===== src/rtl/hsid_pkg.sv =====
// Shared constants and types for the HSID squared/absolute-difference datapath.
package hsid_pkg;

  localparam int HSID_DATA_WIDTH      = 8;
  localparam int HSID_DATA_WIDTH_MUL  = 16;
  localparam int HSID_DATA_WIDTH_ACC  = 32;
  localparam int HSID_MAX_HSP_LIBRARY = 16;
  localparam int HSID_SQ_DF_LANES     = 4;
  localparam int HSID_SQ_DF_STAGES    = 3;

  typedef enum logic {
    SQ_DF_SQUARE = 1'b0,
    SQ_DF_ABS    = 1'b1
  } hsid_sq_df_mode_t;

endpackage


===== src/rtl/hsid_sq_df_lane.sv =====
// One lane: S1 registers masked |a-b|, S2 registers its square or zero-extended value.
// Two-cycle latency; both registers hold while en_i is low.
module hsid_sq_df_lane
  import hsid_pkg::*;
#(
  parameter int DATA_WIDTH     = HSID_DATA_WIDTH,
  parameter int DATA_WIDTH_MUL = HSID_DATA_WIDTH_MUL
) (
  input  logic                      clk,
  input  logic                      rst,
  input  logic                      en_i,
  input  logic [DATA_WIDTH-1:0]     a_i,
  input  logic [DATA_WIDTH-1:0]     b_i,
  input  logic                      mask_i,
  input  hsid_sq_df_mode_t          mode_i,
  output logic [DATA_WIDTH_MUL-1:0] prod_o
);

  logic [DATA_WIDTH-1:0]     diff_d, diff_q;
  logic [DATA_WIDTH_MUL-1:0] prod_d, prod_q;

  always_comb begin
    diff_d = '0;
    if (mask_i) begin
      diff_d = (a_i >= b_i) ? (a_i - b_i) : (b_i - a_i);
    end
  end

  // mode_i is the mode of the beat currently held in diff_q
  always_comb begin
    if (mode_i == SQ_DF_SQUARE) begin
      prod_d = DATA_WIDTH_MUL'(diff_q) * DATA_WIDTH_MUL'(diff_q);
    end else begin
      prod_d = DATA_WIDTH_MUL'(diff_q);
    end
  end

  always_ff @(posedge clk or posedge rst) begin
    if (rst) begin
      diff_q <= '0;
      prod_q <= '0;
    end else if (en_i) begin
      diff_q <= diff_d;
      prod_q <= prod_d;
    end
  end

  assign prod_o = prod_q;

endmodule


===== src/rtl/hsid_sq_df_acc_lanes.sv =====
// Multi-lane squared/absolute difference with per-vector running sum; 3-cycle latency, whole pipe stalls on !acc_ready.
// Define HSID_SQ_DF_ACC_SAT_EN to saturate the running sum and flag acc_overflow; otherwise the sum wraps.
module hsid_sq_df_acc_lanes
  import hsid_pkg::*;
#(
  parameter int DATA_WIDTH     = HSID_DATA_WIDTH,
  parameter int DATA_WIDTH_MUL = HSID_DATA_WIDTH_MUL,
  parameter int DATA_WIDTH_ACC = HSID_DATA_WIDTH_ACC,
  parameter int LANES          = HSID_SQ_DF_LANES,
  parameter int REF_WIDTH      = $clog2(HSID_MAX_HSP_LIBRARY)
) (
  input  logic                        clk,
  input  logic                        rst,
  input  logic                        initial_acc_en,
  input  logic [DATA_WIDTH_ACC-1:0]   initial_acc,
  input  logic                        data_in_valid,
  output logic                        data_in_ready,
  input  logic                        data_in_last,
  input  logic [REF_WIDTH-1:0]        data_in_ref,
  input  logic [LANES*DATA_WIDTH-1:0] data_in_a,
  input  logic [LANES*DATA_WIDTH-1:0] data_in_b,
  input  logic [LANES-1:0]            data_in_mask,
  input  hsid_sq_df_mode_t            data_in_mode,
  output logic                        acc_valid,
  input  logic                        acc_ready,
  output logic [DATA_WIDTH_ACC-1:0]   acc_value,
  output logic                        acc_last,
  output logic [REF_WIDTH-1:0]        acc_ref,
  output logic                        acc_overflow
);

  localparam int SUM_W = DATA_WIDTH_MUL + $clog2(LANES);

  typedef struct packed {
    logic                      last;
    logic [REF_WIDTH-1:0]      tag;
    logic                      first;
    logic [DATA_WIDTH_ACC-1:0] start;
  } beat_meta_t;

  logic                      en, accept;
  logic                      first_q, first_d;
  logic                      pend_vld_q, pend_vld_d;
  logic [DATA_WIDTH_ACC-1:0] pend_val_q, pend_val_d;
  beat_meta_t                in_meta, s1_meta_q, s2_meta_q;
  logic                      s1_vld_q, s2_vld_q;
  hsid_sq_df_mode_t          s1_mode_q;
  logic [DATA_WIDTH_MUL-1:0] lane_prod [LANES];
  logic [SUM_W-1:0]          tree_sum;
  logic [DATA_WIDTH_ACC-1:0] tree_acc, base, acc_value_d;
  logic                      acc_valid_q, acc_last_q;
  logic [DATA_WIDTH_ACC-1:0] acc_value_q;
  logic [REF_WIDTH-1:0]      acc_ref_q;

  assign en            = !acc_valid_q || acc_ready;
  assign data_in_ready = en;
  assign accept        = data_in_valid && en;

  // A load in the same cycle as consumption survives for the following vector
  always_comb begin
    first_d    = first_q;
    pend_vld_d = pend_vld_q;
    pend_val_d = pend_val_q;
    if (accept) begin
      first_d = data_in_last;
      if (first_q) pend_vld_d = 1'b0;
    end
    if (initial_acc_en) begin
      pend_vld_d = 1'b1;
      pend_val_d = initial_acc;
    end
  end

  always_comb begin
    in_meta = '{last: data_in_last, tag: data_in_ref, first: first_q,
                start: (pend_vld_q ? pend_val_q : '0)};
  end

  always_ff @(posedge clk or posedge rst) begin
    if (rst) begin
      first_q    <= 1'b1;
      pend_vld_q <= 1'b0;
      pend_val_q <= '0;
    end else begin
      first_q    <= first_d;
      pend_vld_q <= pend_vld_d;
      pend_val_q <= pend_val_d;
    end
  end

  always_ff @(posedge clk or posedge rst) begin
    if (rst) begin
      s1_vld_q  <= 1'b0;
      s2_vld_q  <= 1'b0;
      s1_meta_q <= '0;
      s2_meta_q <= '0;
      s1_mode_q <= SQ_DF_SQUARE;
    end else if (en) begin
      s1_vld_q  <= data_in_valid;
      s1_meta_q <= in_meta;
      s1_mode_q <= data_in_mode;
      s2_vld_q  <= s1_vld_q;
      s2_meta_q <= s1_meta_q;
    end
  end

  for (genvar gi = 0; gi < LANES; gi++) begin : g_lane
    hsid_sq_df_lane #(
      .DATA_WIDTH     (DATA_WIDTH),
      .DATA_WIDTH_MUL (DATA_WIDTH_MUL)
    ) u_lane (
      .clk    (clk),
      .rst    (rst),
      .en_i   (en),
      .a_i    (data_in_a[gi*DATA_WIDTH +: DATA_WIDTH]),
      .b_i    (data_in_b[gi*DATA_WIDTH +: DATA_WIDTH]),
      .mask_i (data_in_mask[gi]),
      .mode_i (s1_mode_q),
      .prod_o (lane_prod[gi])
    );
  end

  always_comb begin
    tree_sum = '0;
    for (int i = 0; i < LANES; i++) begin
      tree_sum = tree_sum + SUM_W'(lane_prod[i]);
    end
    tree_acc = DATA_WIDTH_ACC'(tree_sum);
  end

  // acc_value_q doubles as the running sum between beats of a vector
`ifdef HSID_SQ_DF_ACC_SAT_EN
  logic [DATA_WIDTH_ACC:0] sum_ext;
  logic                    acc_ovf_q, acc_ovf_d;

  always_comb begin
    base        = s2_meta_q.first ? s2_meta_q.start : acc_value_q;
    sum_ext     = {1'b0, base} + {1'b0, tree_acc};
    acc_value_d = sum_ext[DATA_WIDTH_ACC] ? '1 : sum_ext[DATA_WIDTH_ACC-1:0];
  end

  always_comb begin
    acc_ovf_d = acc_ovf_q;
    if (s2_vld_q) begin
      acc_ovf_d = (!s2_meta_q.first && acc_ovf_q) || sum_ext[DATA_WIDTH_ACC];
    end else if (acc_valid_q && acc_last_q) begin
      acc_ovf_d = 1'b0;
    end
  end

  always_ff @(posedge clk or posedge rst) begin
    if (rst) begin
      acc_ovf_q <= 1'b0;
    end else if (en) begin
      acc_ovf_q <= acc_ovf_d;
    end
  end

  assign acc_overflow = acc_ovf_q;
`else
  always_comb begin
    base        = s2_meta_q.first ? s2_meta_q.start : acc_value_q;
    acc_value_d = base + tree_acc;
  end

  assign acc_overflow = 1'b0;
`endif

  always_ff @(posedge clk or posedge rst) begin
    if (rst) begin
      acc_valid_q <= 1'b0;
      acc_value_q <= '0;
      acc_last_q  <= 1'b0;
      acc_ref_q   <= '0;
    end else if (en) begin
      acc_valid_q <= s2_vld_q;
      if (s2_vld_q) begin
        acc_value_q <= acc_value_d;
        acc_last_q  <= s2_meta_q.last;
        acc_ref_q   <= s2_meta_q.tag;
      end
    end
  end

  assign acc_valid = acc_valid_q;
  assign acc_value = acc_value_q;
  assign acc_last  = acc_last_q;
  assign acc_ref   = acc_ref_q;

endmodule


===== config.mk =====
export PLATFORM = sky130hd
export DESIGN_NAME = hsid_sq_df_acc_lanes
export DESIGN_NICKNAME = d
export VERILOG_FILES = /design/src/rtl/hsid_pkg.sv /design/src/rtl/hsid_sq_df_lane.sv /design/src/rtl/hsid_sq_df_acc_lanes.sv
export SDC_FILE = /design/constraint.sdc
export NUM_CORES = 1
export LEC_CHECK = 0
export BUFFER_PORTS_ARGS = -buffer_cell sky130_fd_sc_hd__buf_2
export CORE_MARGIN = 2
export CORE_UTILIZATION = 50
export CTS_CLUSTER_DIAMETER = 150
export DETAILED_ROUTE_END_ITERATION = 12
export PLACE_DENSITY_LB_ADDON = 0.2
export SLEW_MARGIN = 20
export SYNTH_ARGS = -nofsm -noshare
export SYNTH_HDL_FRONTEND = slang
export SYNTH_SLANG_ARGS = --single-unit

===== constraint.sdc =====
create_clock -name clk -period 7.9 [get_ports clk]
set_clock_uncertainty 0.1 [all_clocks]
set_input_delay 0 -clock clk [delete_from_list [all_inputs] [get_ports clk]]
set_output_delay 0 -clock clk [all_outputs]
set_load 0.02 [all_outputs]

==> reports/results.txt <==
The logs give 0 for the remaining routing DRC violations and 0 for the post-detailed-route count of antenna-violating nets. For this design the ratio of total power to cell area is 370 nW/µm². For this run, the leading register cell type out of synthesis is sky130_fd_sc_hd__dfrtp_1.

The net count of the mapped netlist is 2899, and the stage delay of the slowest cell on the critical path is 0.60 ns. Number of instances on the worst hold path: 5. After legalization and detailed placement, the total HPWL measured 37100 µm. The number of antenna violations at the first check in global routing is 0, and the fraction of registers with async set/reset is 100%. For the pin with the worst max-slew slack, the measured transition is 0.980 ns. Setup repair after global routing left no endpoint under its margin. In the routed layout, each cell is associated on average with a via count of 5.23. The clock period minus final worst setup slack came out at 5.31 ns.

The run gives 3223 as the post-route non-filler standard cell count. The run gives 83200 µm as the global-route wire length before repair. The fraction of final layout cells sized beyond drive strength 1 was 11.4%; the final setup violation count was 0. Max-cap violations in this run came to 0. The region available for standard cell placement spans 43100 µm². The longest clock path from root to sink contains 3 buffers. The run gives 34.7% as the relative slew slack.

The critical path start-end classification was reg -> reg. 0 antenna diodes ended up in the layout. The worst setup path is launched from a flop. The layout has 3851 filler cells. Counting flops and latches in the post-synthesis netlist gives 247. The worst-case IR drop observed on VDD is 0.355 mV.

Entering global routing, the biggest net connects 165 pins. Root buffer cell: sky130_fd_sc_hd__clkbuf_16. Across every metal layer, demand over resource in global routing totals 22.4%.

In this run the static leakage power is 13.0 nW. The logs give 17.1k for the via count of the first global-routing pass and 21800 µm² for the mapped cell area. The share of the Yosys chip area taken by registers is 28.3%. Summed over all layers, the global routing overflow is 0. The flow ran to the end, and the final reports show no timing, DRC or antenna violations. The critical path buffer and inverter count is 4.

At the worst endpoint, the arrival time is 5.63 ns. The number of enable-type register cells in the synthesized netlist is 0. The number of placed instances, taps included was 3072; the required time at the worst-slack endpoint was 8.21 ns. The number of gates resized after CTS was 0; the number of gates on the worst path with buffers counted was 16.

Total of buffers placed on input and output ports: 149. At the end of the flow, the number of nets in the layout was 3087. The number of buffers created by CTS came out at 28. The wire length per cell was 15.4 µm. The total number of vias came out at 16.9k. The worst setup path is captured at a flop. Buffers added to address setup during post-CTS repair amount to 0. Based on the critical path, the design can be clocked at up to 188 MHz.

The tightest hold path in the finished design has a slack of 0.00292 ns. The cell class contributing the biggest share of worst-path delay was adder cells. For the synthesis warning total, the log shows 0.

The placer congestion estimate was 0.847; the synthesized area divided by synthesized cell count was 8.98 µm². The I/O pin total is 151. The final wirelength came out at 49500 µm. The clock-pin transition on the worst setup and hold timing paths is 0.06 ns. TritonCTS built the clock tree. Growth of design area from synthesis to finish: 14.1%.

For the final total negative setup slack, the log shows 0 ns. For this design, the CTS-stage hold fixing added 101 buffers. Type of the tightest min-delay check: in -> reg.

The die covers 45300 µm². Among all stages on the critical path, the largest delay is contributed by sky130_fd_sc_hd__o21ai_1. In the synthesized netlist, the number of instances is 2430. The count of unique library cells instantiated by Yosys came out at 82.

Final critical-path share of the clock period: 67.3%. The logs give 0 for the number of failing hold endpoints at the final stage and 247 for the clock sink count. The floorplan die height was 213 µm. For this configuration, the core starts out at a cell density of 50.7%. The cell count of the worst reg-to-reg path is 16. Before antenna repair, the detailed router went through 5 iterations.

The critical path goes through buf_4 > mux2i_1 > fa_1 > inv_1 > fa_1 > inv_1 > fa_1 > inv_1 > ha_1 > o21a_1 > nand4_1 > or2_2 > o21ai_1 > and4_1 > mux2i_1 > o211ai_1. The detailed router finished its first iteration with 807 violations. By area the synthesized netlist is led by sky130_fd_sc_hd__dfrtp_1 28%, sky130_fd_sc_hd__fa_1 14%, sky130_fd_sc_hd__ha_1 12%, sky130_fd_sc_hd__inv_1 6.8%, sky130_fd_sc_hd__nand2_1 6.2%. The synthesized design spends more area on one cell type than any other, namely sky130_fd_sc_hd__dfrtp_1. In this run the worst path has a maximum fanout of 54. The number of max-slew violations in the final report was 0; the horizontal die dimension was 213 µm. H-tree depth: 1. After synthesis, the largest area contributor takes up 28.2% of total cell area. For the number of core rows, the log shows 76. The clock latency at the later pin of the worst-skew pair is 0.55 ns.
==> path summary, 6_finish.rpt <==
path | from | endpoint | slack, ns
setup / recovery | s2_meta_q[32]$_DFFE_PP0N_ | acc_value[25]$_DFFE_PP0P_ | 2.59
hold / removal | acc_ready | s1_meta_q[30]$_DFFE_PP0N_ | 0.003
setup reg to reg | s2_meta_q[32]$_DFFE_PP0N_ | acc_value[25]$_DFFE_PP0P_ | 2.59
hold reg to reg | s1_meta_q[21]$_DFFE_PP0N_ | s1_meta_q[21]$_DFFE_PP0N_ | 0.36
max in group asynchronous | rst | g_lane[2].u_lane.diff_q[7]$_DFFE_PP0N_ | 6.14
min in group asynchronous | rst | acc_value[16]$_DFFE_PP0P_ | 0.06
==> cell usage in the layout, fill, tap and decap left out, types with 9 or more instances in the layout <==
| master | n |
|---|---|
| sky130_fd_sc_hd__xor2_1 | 43 |
| sky130_fd_sc_hd__and3_1 | 15 |
| sky130_fd_sc_hd__buf_2 | 149 |
| sky130_fd_sc_hd__o21ai_0 | 99 |
| sky130_fd_sc_hd__dlygate4sd3_1 | 101 |
| sky130_fd_sc_hd__dfrtp_1 | 244 |
| sky130_fd_sc_hd__mux2i_1 | 54 |
| sky130_fd_sc_hd__a22o_1 | 18 |
| sky130_fd_sc_hd__nor2b_1 | 30 |
| sky130_fd_sc_hd__mux2_2 | 53 |
| sky130_fd_sc_hd__nand3_1 | 57 |
| sky130_fd_sc_hd__xnor2_1 | 71 |
| sky130_fd_sc_hd__o211ai_1 | 20 |
| sky130_fd_sc_hd__fa_1 | 155 |
| sky130_fd_sc_hd__o21bai_1 | 9 |
| sky130_fd_sc_hd__a211oi_1 | 12 |
| sky130_fd_sc_hd__a31oi_1 | 12 |
| sky130_fd_sc_hd__ha_1 | 203 |
| sky130_fd_sc_hd__inv_1 | 393 |
| sky130_fd_sc_hd__or2_2 | 16 |
| sky130_fd_sc_hd__nand2b_1 | 14 |
| sky130_fd_sc_hd__o21a_1 | 14 |
| sky130_fd_sc_hd__a21o_1 | 24 |
| sky130_fd_sc_hd__o31ai_1 | 11 |
| sky130_fd_sc_hd__and2_1 | 80 |
| sky130_fd_sc_hd__a21oi_1 | 89 |
| sky130_fd_sc_hd__nor3_1 | 33 |
| sky130_fd_sc_hd__clkbuf_16 | 29 |
| sky130_fd_sc_hd__or3_1 | 9 |
| sky130_fd_sc_hd__nor2_1 | 83 |
| sky130_fd_sc_hd__nand2_1 | 361 |
==> cell type report <==
class,count,area [µm²],area share (%)
well taps,585,732,2.94
clock inverters,10,108,0.432
clock buffers,40,817,3.28
multi-input cells,1688,13700,55.2
inverters,395,1490,6.00
repair buffers,258,1830,7.35
flip-flops and latches,247,6180,24.8
==> registers in the layout, summed over array words and instances, names as in the netlist, 4 cells and up <==
signal,flops
s2_meta_q,38
s1_meta_q,38
acc_ref,4
g_lane.u_lane.diff_q,32
g_lane.u_lane.prod_o,64
acc_value,32
pend_val_q,32
==> logic make-up after synthesis <==
kind of cell | after synthesis | synth area share [%]
XOR/XNOR | 114 | 4.58
AO/OA/AOI/OAI | 379 | 11.6
AND/OR/NAND/NOR | 726 | 15.4
other | 1 | 0.0172
flip-flops | 247 | 28.3
multiplexers | 110 | 5.42
buffers and inverters | 495 | 8.81
adder cells (fa/ha/maj) | 358 | 25.9
==> synth_stat cells, types with 4 or more instances <==
cell / n
sky130_fd_sc_hd__a211o_1: 4
sky130_fd_sc_hd__a211oi_1: 12
sky130_fd_sc_hd__a21o_1: 24
sky130_fd_sc_hd__a21oi_1: 89
sky130_fd_sc_hd__a22o_1: 18
sky130_fd_sc_hd__a31oi_1: 12
sky130_fd_sc_hd__a32o_1: 5
sky130_fd_sc_hd__a32oi_1: 5
sky130_fd_sc_hd__and2_1: 80
sky130_fd_sc_hd__and3_1: 15
sky130_fd_sc_hd__and4_1: 6
sky130_fd_sc_hd__buf_1: 11
sky130_fd_sc_hd__buf_2: 4
sky130_fd_sc_hd__buf_6: 4
sky130_fd_sc_hd__clkbuf_1: 76
sky130_fd_sc_hd__dfrtp_1: 246
sky130_fd_sc_hd__fa_1: 155
sky130_fd_sc_hd__ha_1: 203
sky130_fd_sc_hd__inv_1: 395
sky130_fd_sc_hd__mux2_2: 53
sky130_fd_sc_hd__mux2i_1: 54
sky130_fd_sc_hd__nand2_1: 362
sky130_fd_sc_hd__nand2b_1: 14
sky130_fd_sc_hd__nand3_1: 57
sky130_fd_sc_hd__nand4_1: 4
sky130_fd_sc_hd__nor2_1: 84
sky130_fd_sc_hd__nor2b_1: 31
sky130_fd_sc_hd__nor3_1: 33
sky130_fd_sc_hd__nor3b_1: 5
sky130_fd_sc_hd__o211ai_1: 20
sky130_fd_sc_hd__o21a_1: 14
sky130_fd_sc_hd__o21ai_0: 99
sky130_fd_sc_hd__o21ai_1: 4
sky130_fd_sc_hd__o21bai_1: 9
sky130_fd_sc_hd__o22ai_1: 8
sky130_fd_sc_hd__o31ai_1: 11
sky130_fd_sc_hd__o41ai_1: 4
sky130_fd_sc_hd__or2_2: 16
sky130_fd_sc_hd__or3_1: 9
sky130_fd_sc_hd__xnor2_1: 71
sky130_fd_sc_hd__xor2_1: 43
==> where the power goes <==
part	total (mW)	switching [mW]	internal, mW
clock	1.31	0.530	0.780
combinational	5.80	3.40	2.40
sequential	2.09	0.417	1.67
==> worst reg2reg max path, cell delays in order (launching register included) <==
cell and delay [ns]:
sky130_fd_sc_hd__dfrtp_2 0.51, sky130_fd_sc_hd__buf_4 0.55, sky130_fd_sc_hd__mux2i_1 0.22, sky130_fd_sc_hd__fa_1 0.51, sky130_fd_sc_hd__inv_1 0.05, sky130_fd_sc_hd__fa_1 0.47, sky130_fd_sc_hd__inv_1 0.05, sky130_fd_sc_hd__fa_1 0.47
sky130_fd_sc_hd__inv_1 0.04, sky130_fd_sc_hd__ha_1 0.34, sky130_fd_sc_hd__o21a_1 0.19, sky130_fd_sc_hd__nand4_1 0.12, sky130_fd_sc_hd__or2_2 0.29, sky130_fd_sc_hd__o21ai_1 0.60, sky130_fd_sc_hd__and4_1 0.38, sky130_fd_sc_hd__mux2i_1 0.20
sky130_fd_sc_hd__o211ai_1 0.10
==> metal layers <==
layer	share of wire, %	GRT usage [%]	up-vias
li1	-	-	8256
met1	45	29.4	8292
met2	50	39.6	250
met3	3.0	2.62	67
met4	2.2	5.06	0
met5	0	0	-
==> per-stage QoR <==
| stage | area [µm²] | utilization (%) | setup slack, ns | power [mW] |
|---|---|---|---|---|
| after detailed placement | 23000 | 53.3 | 2.61 | 7.83 |
| final | 24900 | 57.8 | 2.59 | 9.20 |
| after floorplan | 21800 | - | 1.02 | 6.43 |
| after global routing | 24900 | 57.8 | 2.26 | 10.1 |
| after global placement | 23000 | 53.3 | 2.67 | 7.69 |
| after CTS | 24900 | 57.8 | 2.61 | 9.25 |
Note: power is estimated with default switching activity, not from simulation.
